==> config.mk <==
export PLATFORM = sky130hd
export DESIGN_NAME = seq_detect_prog
export DESIGN_NICKNAME = d
export VERILOG_FILES = /design/src/rtl/seq_pkg.sv /design/src/rtl/seq_match_core.sv /design/src/rtl/seq_detect_prog.sv
export SDC_FILE = /design/constraint.sdc
export NUM_CORES = 1
export LEC_CHECK = 0
export ABC_AREA = 1
export ABC_CLOCK_PERIOD_IN_PS = 2400
export CAP_MARGIN = 10
export CELL_PAD_IN_SITES_DETAIL_PLACEMENT = 0
export CELL_PAD_IN_SITES_GLOBAL_PLACEMENT = 2
export CORE_ASPECT_RATIO = 0.7
export CORE_UTILIZATION = 29
export DETAILED_ROUTE_END_ITERATION = 6
export GPL_ROUTABILITY_DRIVEN = 1
export PLACE_DENSITY = 0.77
export REMOVE_ABC_BUFFERS = 1
export SYNTH_ARGS = -nofsm -noshare
export SYNTH_HDL_FRONTEND = slang
export SYNTH_SLANG_ARGS = --single-unit
==> constraint.sdc <==
create_clock -name clk -period 2.4 [get_ports clk]
set_clock_uncertainty 0.05 [all_clocks]
set_input_delay 0.48 -clock clk [delete_from_list [all_inputs] [get_ports clk]]
set_output_delay 0.48 -clock clk [all_outputs]
set_load 0.02 [all_outputs]
==> src/rtl/seq_pkg.sv <==
// seq_pkg: shared state type, default pattern and width helper for the sequence detector
package seq_pkg;
  typedef enum logic {IDLE, RUN} state_t;
  localparam int DEF_LEN = 4;
  localparam logic [3:0] DEF_PATTERN = 4'b1001;
  function automatic int len_w(input int max_len);
    return $clog2(max_len + 1);
  endfunction
endpackage

==> src/rtl/seq_match_core.sv <==
// seq_match_core: history shift register with fill tracking and masked pattern compare
module seq_match_core #(
  parameter int MAX_LEN = 8,
  parameter int LEN_W = 4
) (
  input  logic               clk,
  input  logic               rst,
  input  logic               clr,
  input  logic               valid,
  input  logic               in,
  input  logic               run,
  input  logic               ovl,
  input  logic [MAX_LEN-1:0] pattern,
  input  logic [LEN_W-1:0]   len,
  output logic               hit
);
  logic [MAX_LEN-1:0] hist, hist_next, mask;
  logic [LEN_W-1:0] fill, fill_next;
  always_comb begin
    hist_next = {hist[MAX_LEN-2:0], in};
    fill_next = fill == LEN_W'(MAX_LEN) ? fill : fill + 1'b1;
    mask = ~({MAX_LEN{1'b1}} << len);
    hit = run && valid && fill_next >= len && (hist_next & mask) == (pattern & mask);
  end
  // non-overlapping mode restarts the fill so the completing bit is not reused
  always_ff @(posedge clk)
    if (rst || clr) begin
      hist <= '0;
      fill <= '0;
    end else if (valid) begin
      hist <= hist_next;
      fill <= hit && !ovl ? '0 : fill_next;
    end
endmodule

==> src/rtl/seq_detect_prog.sv <==
// seq_detect_prog: runtime-programmable serial pattern detector with saturating match counter
module seq_detect_prog import seq_pkg::*; #(
  parameter int MAX_LEN = 8,
  parameter int CNT_W = 16,
  parameter logic [MAX_LEN-1:0] RST_PATTERN = MAX_LEN'(DEF_PATTERN),
  parameter int RST_LEN = DEF_LEN,
  parameter logic RST_OVL = 1'b1,
  localparam int LEN_W = len_w(MAX_LEN)
) (
  input  logic               clk,
  input  logic               rst,
  input  logic               in,
  input  logic               in_valid,
  input  logic               cfg_load,
  input  logic [MAX_LEN-1:0] cfg_pattern,
  input  logic [LEN_W-1:0]   cfg_len,
  input  logic               cfg_ovl,
  input  logic               cnt_clr,
  output logic               out,
  output logic [CNT_W-1:0]   match_cnt,
  output logic               cfg_err
);
  state_t state;
  logic [MAX_LEN-1:0] pattern;
  logic [LEN_W-1:0] len;
  logic ovl, hit, len_ok;
  assign len_ok = cfg_len != '0 && cfg_len <= LEN_W'(MAX_LEN);
  // a load on the same beat as a data bit wins: the bit never reaches the history
  seq_match_core #(.MAX_LEN(MAX_LEN), .LEN_W(LEN_W)) u_core (
    .clk(clk),
    .rst(rst),
    .clr(cfg_load),
    .valid(in_valid && !cfg_load),
    .in(in),
    .run(state == RUN),
    .ovl(ovl),
    .pattern(pattern),
    .len(len),
    .hit(hit)
  );
  always_ff @(posedge clk)
    if (rst) begin
      state <= RUN;
      pattern <= RST_PATTERN;
      len <= LEN_W'(RST_LEN);
      ovl <= RST_OVL;
      cfg_err <= 1'b0;
      out <= 1'b0;
      match_cnt <= '0;
    end else begin
      if (cfg_load) begin
        state <= len_ok ? RUN : IDLE;
        cfg_err <= !len_ok;
        pattern <= cfg_pattern;
        len <= cfg_len;
        ovl <= cfg_ovl;
      end
      out <= hit;
      match_cnt <= cnt_clr ? '0 : hit && match_cnt != '1 ? match_cnt + 1'b1 : match_cnt;
    end
endmodule

# Yosys cells after proc, flatten, opt, wreduce, memory -nomap -nowiden
# Cells that the tools add are included.
# word_totals
ff_bits,43
input_bits,19
output_inout_bits,18
# op_classes
n_addsub,2
n_lt_le_gt_ge,2
n_eq_ne,3
shift,1
mux,3
bitwise_logic,3
reduce_logical,13
# op_table
operator,n
16-bit by 1-bit adder with 16-bit output (second input constant),1
8-bit bitwise AND,2
16-bit != test (second input constant),1
8-bit equality test,1
4-bit 2-to-1 mux,2
8-bit NOT,1
8-bit by 4-bit << shifter with 8-bit output (first input constant),1
1-bit logical AND,7
4-bit by 1-bit adder with 4-bit output (second input constant),1
4-bit equality test (second input constant),1
4-bit greater-or-equal comparator,1
4-bit less-or-equal comparator (second input constant),1
4-bit nonzero test,1
1-bit zero test,3
2-bit OR reduction,1
1-bit logical OR,1
1-bit 2-to-1 mux,1

# Longest topological paths before layout
# Gate-level depths: netlist (run 1).
# depth
depth_word,7
ltp_mapped,17

# Hierarchy
# Synthesis (run 1) repeated with hierarchy kept, for this count alone.
# unflattened
cells_unflattened,371
hier_area_um2,2497.4
# by_module_without_submodules
mod,n_inst,cells_per_inst,area_each_um2,seq_area_each_um2
seq_detect_prog,1,228,1601.5,640.6
seq_match_core,1,143,895.9,220.2

# Least setup slack after synthesis (run 1)
# Ideal clock, no wire load.
# synth_path
kind,flip-flop to flip-flop
from,register u_core.fill[0]
to,register match_cnt[12]
t_arrival_ns,1.863
path_slack_ns,0.355
path_stages_with_launch,15
path_buffers,1
synth_period_minus_slack_ns,2.045
cell_sequence,dfxtp_1 inv_1 ha_1 nand2_1 nor2_1 xor2_1 ha_1 nand2_1 nor2_1 nor2_1 nor2_4 nand3_4 buf_8 nand2_1 a21oi_1
# synth_between
elab_chain_cells,6
# synth_rtl
element,line,text
start: declaration,seq_match_core.sv:18,"logic [LEN_W-1:0] fill, fill_next;"
start signal: assignment,seq_match_core.sv:32,fill <= hit && !ovl ? '0 : fill_next;
4-bit by 1-bit adder with 4-bit output / 4-bit equality test (equally long branches),seq_match_core.sv:21,fill_next = fill == LEN_W'(MAX_LEN) ? fill : fill + 1'b1;
4-bit 2-to-1 mux (*),seq_match_core.sv:21,
4-bit greater-or-equal comparator (*),seq_match_core.sv:23,hit = run && valid && fill_next >= len && (hist_next & mask) == (pattern & mask);
1-bit logical AND (*) (2 in a row),seq_match_core.sv:23,
1-bit logical AND (*),seq_detect_prog.sv:59,match_cnt <= cnt_clr ? '0 : hit && match_cnt != '1 ? match_cnt + 1'b1 : match_cnt;
end signal: assignment,seq_detect_prog.sv:59,
end: declaration,seq_detect_prog.sv:20,"output logic [CNT_W-1:0] match_cnt,"
# Mark *: on every way between the ends. The rest lies on a longest branch, timed or not.
# A chain may end at the register's enable or synchronous reset.

# Worst setup path after layout (run 1)
# layout_path
from,register u_core.fill[1]
to,register match_cnt[15]
# The elaborated chain is that of the path after synthesis.

==> impl_results.md, run 1 <==
- Switching component of the power: 416.4 uW
- Critical-path maximum fanout: 4
- Internal power component: 1274 uW
- Period utilization: 92.12%
- Arr. time, crit path: 2.38 ns
- Setup Total Neg Slack: 0 ns
- Count of nets after finishing: 433
- Cell area after synthesis: 2420 sq um
- Cell occurring most often along the worst timing path: sky130_fd_sc_hd__nand2_1
- Post-CTS Hold Buffers: 0
- Average routed wire per standard cell: 13.39 um
- I/O pin total: 37
- Clock tree sinks: 43
- Clock insertion delay at the later pin of the skew report: 0.28 ns
- Net switching fraction of the power: 24.63%
- Mapped Cells: 360
- Sum of internal, switching and leakage power: 1690 uW
- Worst R2R Path Depth: 13
- Synth unique cells: 27
- Total Wirelength: 6814 um
- Most common cell after layout, fill and taps aside: sky130_fd_sc_hd__nand2_1
- Sequential share of power: 44.8%
- Run status: complete, no violations
- Share of the core filled with cells: 39.23%
- Die area: 8719 sq um
- Pin count of the biggest net entering global routing: 19
- Synthesis-to-finish area growth: 29.27%
- Initial core utilization: 30.35%
- Minimum clock period after layout: 2.211 ns
- Max-slew violation count: 0
- Width of the die: 111.2 um
- Input/output buffers: 36
- Maximum Capacitance Violations: 0
- Instance count on the critical path: 13
- Static Leakage: 0.001266 uW
- Combinational Power Share: 13.1%
- Pwr/cell area: 540.4 nW/um^2
- Most used cells in the layout excluding fill and tap cells: 96 x sky130_fd_sc_hd__nand2_1, 42 x sky130_fd_sc_hd__inv_1, 42 x sky130_fd_sc_hd__dfxtp_1
- Startpoint kind of the worst setup timing path: flop
- Peak Freq: 452.3 MHz
- Leading cell types by total area after synthesis: sky130_fd_sc_hd__dfxtp_1 36%, sky130_fd_sc_hd__nand2_1 15%, sky130_fd_sc_hd__a21oi_1 7.9%
- Antenna Diode Count: 0
- Via count of the first global-routing pass: 2200
- Transition at the pin with the smallest max-transition slack: 0.4091 ns
- Detailed-route via count: 2442
- Register bit total from synthesis: 43
- Drt drc: 0
- Number of setup buffers added after CTS: 0
- Filler cell count: 868
- Endpoints failing setup: 0
- Number of synthesis warnings: 0
- Kind of end point of the critical path: flop
- Kind of cell with the highest combined delay on the critical path: simple AND/OR/NAND/NOR gates
- Sequential share of the synthesized area: 35.57%
- Post-DRT Antenna Nets: 0
- Clock-pin slew of the registers on the worst-case setup and hold paths: 0.06 ns
- Count of final hold-check violations: 0
- Placeable core area: 7973 sq um
- Number of buffers added by the clock tree synthesis step: 5
- VDD IR max: 0.0002212 V
- Per-instance average area after synthesis: 6.722 sq um
- Total placed instance area: 2940 sq um
- Clock power frac: 42.0%
- Crit-path slowest cell: sky130_fd_sc_hd__dfxtp_1
- Maximum count of clock buffers along a single path: 2
- Grt ovf: 0
- Library cell with the largest summed area after synthesis: sky130_fd_sc_hd__dfxtp_1
- Height of the die: 78.43 um
- Critical Path Max Stage Delay: 0.38 ns
- Pre-Repair DR Iteration Count: 4
- Slew headroom: 72.63%
- Overall track demand over capacity in global routing: 16.34%
- Final GP Congestion: 0.8575
- Wire length of the first global-routing pass: 11090 um
- Core Rows: 27
- Clock tree root driver cell: sky130_fd_sc_hd__clkbuf_16
- H-tree level count: 2
- Number of DRC markers in iteration 0: 164
- TritonCTS clock tree: yes
- Number of vias per cell after detailed routing: 4.798
- HPWL Detailed: 5275 um
- Proportion of netlist area held by the largest area contributor: 35.57%
- Unrepaired setup endpoints after global routing: no
- Hold Path Class: reg -> reg
- Area of all placed cells without fillers: 3128 sq um
- Worst Hold Depth: 2
- Kind of critical path: reg -> reg
- Number of antenna violations at the first check in global routing: 0
- Number of resized instances in the post-cts repair step: 0
- Reg-to-reg setup timing slack: 0.19 ns
- Data required time at the worst endpoint: 2.57 ns
- Worst hold margin: 0.4220 ns
- Layout cells sized above 1: 8.333%
- Buffers and inverters on the worst path: 1
- Series of cell instances along the critical path: inv_1 > ha_1 > nand2_1 > nor2_2 > xor2_1 > ha_1 > nand2_1 > nor2_1 > nand3b_1 > nand2_1 > nor2_1 > nand3_1 > a21oi_1
state kept, by name, summed over array words and instances, names as in the netlist:
register     count
match_cnt       16
pattern          8
u_core.hist      7
len              4
u_core.fill      4
cfg_err          1
out              1
ovl              1
state            1
routing by layer:
| metal | up-vias | global-route usage, % | wire [um] |
|---|---|---|---|
| met3 | 8 | 3.707 | 341 |
| met2 | 51 | 20.50 | 2366 |
| met5 | - | 0 | 0 |
| met1 | 1103 | 26.41 | 4030 |
| met4 | 0 | 4.189 | 75 |
| li1 | 1280 | - | - |
path summary, 6_finish.rpt:
path                        end      startpoint
setup reg to reg  match_cnt[15]  u_core.fill[1]
setup / recovery  match_cnt[15]  u_core.fill[1]
hold / removal       pattern[1]      pattern[1]
hold reg to reg      pattern[1]      pattern[1]
cells by family after synthesis:
kind of cell,synth area share (%)
simple gates,34.70
xor+xnor,3.619
compound gates,13.34
buf+inv,9.152
flops,35.57
fa+ha+maj,3.619
synthesized netlist by cell type:
cell type                  number
sky130_fd_sc_hd__inv_1         42
sky130_fd_sc_hd__nand3_1       22
sky130_fd_sc_hd__nor2_2         2
sky130_fd_sc_hd__nand4_1       18
sky130_fd_sc_hd__a21oi_1       38
sky130_fd_sc_hd__clkbuf_1       5
sky130_fd_sc_hd__nand3b_1       3
sky130_fd_sc_hd__nand3_4        1
sky130_fd_sc_hd__buf_6          1
sky130_fd_sc_hd__nor2_1        34
sky130_fd_sc_hd__or3_1          1
sky130_fd_sc_hd__ha_1           7
sky130_fd_sc_hd__dfxtp_1       43
sky130_fd_sc_hd__nor3_1         1
sky130_fd_sc_hd__xnor2_1        4
sky130_fd_sc_hd__buf_8          1
sky130_fd_sc_hd__xor2_1         6
sky130_fd_sc_hd__nand2_4        1
sky130_fd_sc_hd__o211ai_1       1
sky130_fd_sc_hd__inv_2          2
sky130_fd_sc_hd__buf_1          1
sky130_fd_sc_hd__nand3_2        2
sky130_fd_sc_hd__nand2_1       96
sky130_fd_sc_hd__o21ai_0       23
sky130_fd_sc_hd__buf_4          1
sky130_fd_sc_hd__o211a_1        1
sky130_fd_sc_hd__nor2_4         3
metrics by stage:
step | std cells | worst slack [ns]
global placement | 500 | 0.2485
finish | 509 | 0.1891
detailed placement | 500 | 0.1981
global route | 509 | 0.0007325
floorplan | 351 | 0.2918
CTS | 508 | 0.2002
power groups by stage:
stage | sequential (uW) | combinational (uW) | clock, uW
2_1_floorplan | 769 | 123 | 0
3_3_place_gp | 772 | 215 | 0
3_5_place_dp | 773 | 215 | 0
4_1_cts | 757 | 216 | 730
5_1_grt | 760 | 252 | 774
6_report | 758 | 222 | 711
area by class of cell:
cell class	instances	area (sq um)	share of cell area, %
sequential	43	862.1	27.56
tap	101	126.4	4.040
multi-input combinational	265	1360	43.48
inverter	44	165.2	5.280
clock buffer	8	156.4	5.000
timing repair buffer	48	457.9	14.64
worst register-to-register path, stage by stage (launching register included):
cell                       delay [ns]
sky130_fd_sc_hd__dfxtp_1         0.38
sky130_fd_sc_hd__inv_1           0.06
sky130_fd_sc_hd__ha_1            0.17
sky130_fd_sc_hd__nand2_1         0.08
sky130_fd_sc_hd__nor2_2          0.05
sky130_fd_sc_hd__xor2_1          0.18
sky130_fd_sc_hd__ha_1            0.28
sky130_fd_sc_hd__nand2_1         0.04
sky130_fd_sc_hd__nor2_1          0.14
sky130_fd_sc_hd__nand3b_1        0.14
sky130_fd_sc_hd__nand2_1         0.08
sky130_fd_sc_hd__nor2_1          0.24
sky130_fd_sc_hd__nand3_1         0.12
sky130_fd_sc_hd__a21oi_1         0.13
No activity file was read; power rests on OpenSTA's default activity.
==> inputs of run 2 (changes only) <==
- CORE_MARGIN: not set -> 10
==> run 2 against run 1 <==
Net effect:
- die area increased by 43%
- non-clock buffer count increased by 5
- routed wire length increased by 9.1%
- largest cell class unchanged
- first-iteration DRC count decreased by 13%
- worst setup slack improved by 0.052 ns
- total power decreased by 3.4%
- sequential power about the same
- via count decreased by 0.82%
- utilization decreased by 0.23 points
- fmax increased by 2.4%
- highest routed layer unchanged
- cell count increased by 0.39%
==> impl_results.md, run 2 (same netlist as run 1, synthesis figures left out) <==
- Run status: complete, no violations
- Input/output buffers: 36
- Detailed-route via count: 2422
- Die area: 12460 sq um
- H-tree level count: 2
- Number of antenna violations at the first check in global routing: 0
- Transition at the pin with the smallest max-transition slack: 0.4348 ns
- Final critical-path setup slack: 0.2413 ns
- Largest register by flop count: match_cnt
- Core Rows: 27
- Clock tree sinks: 43
- I/O pin total: 37
- Share of the core filled with cells: 39.01%
- Startpoint kind of the worst setup timing path: flop
- Pre-Repair DR Iteration Count: 5
- Number of DRC markers in iteration 0: 143
- Buffers and inverters on the worst path: 2
- Number of buffers added by the clock tree synthesis step: 5
- Unrepaired setup endpoints after global routing: no
- Width of the die: 129.2 um
- Detailed-routing wirelength on met1: 4314 um
- Kind of cell with the highest combined delay on the critical path: simple AND/OR/NAND/NOR gates
- VDD IR max: 0.0001958 V
- Data required time at the worst endpoint: 2.56 ns
- Max-slew violation count: 0
- Overall track demand over capacity in global routing: 12.29%
- Period utilization: 89.94%
- Height of the die: 96.43 um
- Total Wirelength: 7432 um
- Maximum Capacitance Violations: 0
- HPWL Detailed: 5723 um
- Static Leakage: 0.001275 uW
- Endpoints failing setup: 0
- Antenna Diode Count: 0
- DR WL met2: 2616 um
- Series of cell instances along the critical path: inv_1 > ha_1 > nand2_1 > nor2_2 > xor2_1 > ha_1 > nand2_1 > nor2_1 > nor2_2 > nor2_4 > buf_4 > nand4_1 > a21oi_1
- Count of final hold-check violations: 0
- Highest metal layer with signal wires: met4
- Synthesis-to-finish area growth: 29.06%
- Kind of critical path: reg -> reg
- Post-DRT Antenna Nets: 0
- Drt drc: 0
- Pwr/cell area: 522.8 nW/um^2
- Via count of the first global-routing pass: 2228
- Most used cells in the layout excluding fill and tap cells: 96 x sky130_fd_sc_hd__nand2_1, 42 x sky130_fd_sc_hd__inv_1, 42 x sky130_fd_sc_hd__dfxtp_1
- Grt ovf: 0
- Largest registers: match_cnt (16), pattern (8), u_core.hist (7)
- Count of nets after finishing: 437
- Kind of end point of the critical path: flop
- Clock-pin slew of the registers on the worst-case setup and hold paths: 0.06 ns
- Clock insertion delay at the later pin of the skew report: 0.29 ns
- Final GP Congestion: 0.7954
- Length of routed met3 wiring: 441 um
- Minimum clock period after layout: 2.159 ns
- Setup Total Neg Slack: 0 ns
- Hold Path Class: reg -> reg
- Sum of internal, switching and leakage power: 1633 uW
- Number of vias per cell after detailed routing: 4.740
- Wire length of the first global-routing pass: 11960 um
- Slew headroom: 70.98%
- Critical-path maximum fanout: 8
- Area of all placed cells without fillers: 3123 sq um
- Initial core utilization: 30.22%
- Average routed wire per standard cell: 14.54 um
- Max FFs per register: 16
- Peak Freq: 463.3 MHz
- Most common cell after layout, fill and taps aside: sky130_fd_sc_hd__nand2_1
- Crit-path slowest cell: sky130_fd_sc_hd__dfxtp_1
- Layout cells sized above 1: 9.268%
- Pin count of the biggest net entering global routing: 19
- Critical Path Max Stage Delay: 0.40 ns
- TritonCTS clock tree: yes
- Arr. time, crit path: 2.32 ns
- Maximum count of clock buffers along a single path: 2
- Worst Setup Slack post-DPL: -0.009707 ns
- Clock tree root driver cell: sky130_fd_sc_hd__clkbuf_16
- Total placed instance area: 2963 sq um
- Placeable core area: 8006 sq um
==> run 2: metrics by stage <==
| stage | hold slack [ns] | instances |
|---|---|---|
| 2_1_floorplan | 0.3863 | 351 |
| 3_3_place_gp | 0.4043 | 503 |
| 3_5_place_dp | 0.4215 | 503 |
| 4_1_cts | 0.4310 | 511 |
| 5_1_grt | 0.4560 | 511 |
| 6_report | 0.4252 | 511 |
==> run 2: worst reg2reg max path, delay by kind of cell (launching register included) <==
family,cells,cell delay (ns)
AND/OR/NAND/NOR,7,0.60
XOR/XNOR,1,0.16
AO/OA/AOI/OAI,1,0.17
flip-flops,1,0.40
buffers and inverters,2,0.25
adder cells (fa/ha/maj),2,0.45
==> run 2: area by class of cell <==
cell class / count / area (sq um)
fillers: 835 / 4883
flip-flops and latches: 43 / 862.1
inverters: 44 / 165.2
repair buffers: 53 / 488.0
multi-input cells: 264 / 1353
well taps: 101 / 126.4
clock buffers: 6 / 128.9
==> run 2: worst paths after layout <==
path,endpoint,slack (ns),from,cells past startpoint
worst max-delay path,match_cnt[3],0.24,u_core.fill[1],13
worst min-delay path,pattern[2],0.43,pattern[2],2
worst max register to register,match_cnt[3],0.24,u_core.fill[1],13
worst min register to register,pattern[2],0.43,pattern[2],2
==> run 2: report_power, final <==
part           switching (uW)  internal (uW)  leakage, uW
logic                     129           91.9     0.000861
registers                19.5            739     0.000352
clock network             279            375    0.0000628
==> run 2: repair_timing <==
| item | 4_1_cts | 5_1_grt |
|---|---|---|
| setup buffers | 2 | 0 |
| hold endpoints to repair | 0 | 0 |
| setup endpoints to repair | 16 | 20 |
| hold buffers | 0 | 0 |
| gates cloned | 0 | 0 |
| gates resized for setup | 0 | 6 |
| pin swaps | 1 | 0 |
==> run 2: metal layers <==
metal / track usage, % / vias to the layer above
li1: - / 1281
met1: 19.45 / 1072
met2: 15.17 / 61
met3: 3.482 / 8
met4: 3.113 / 0
met5: 0 / -
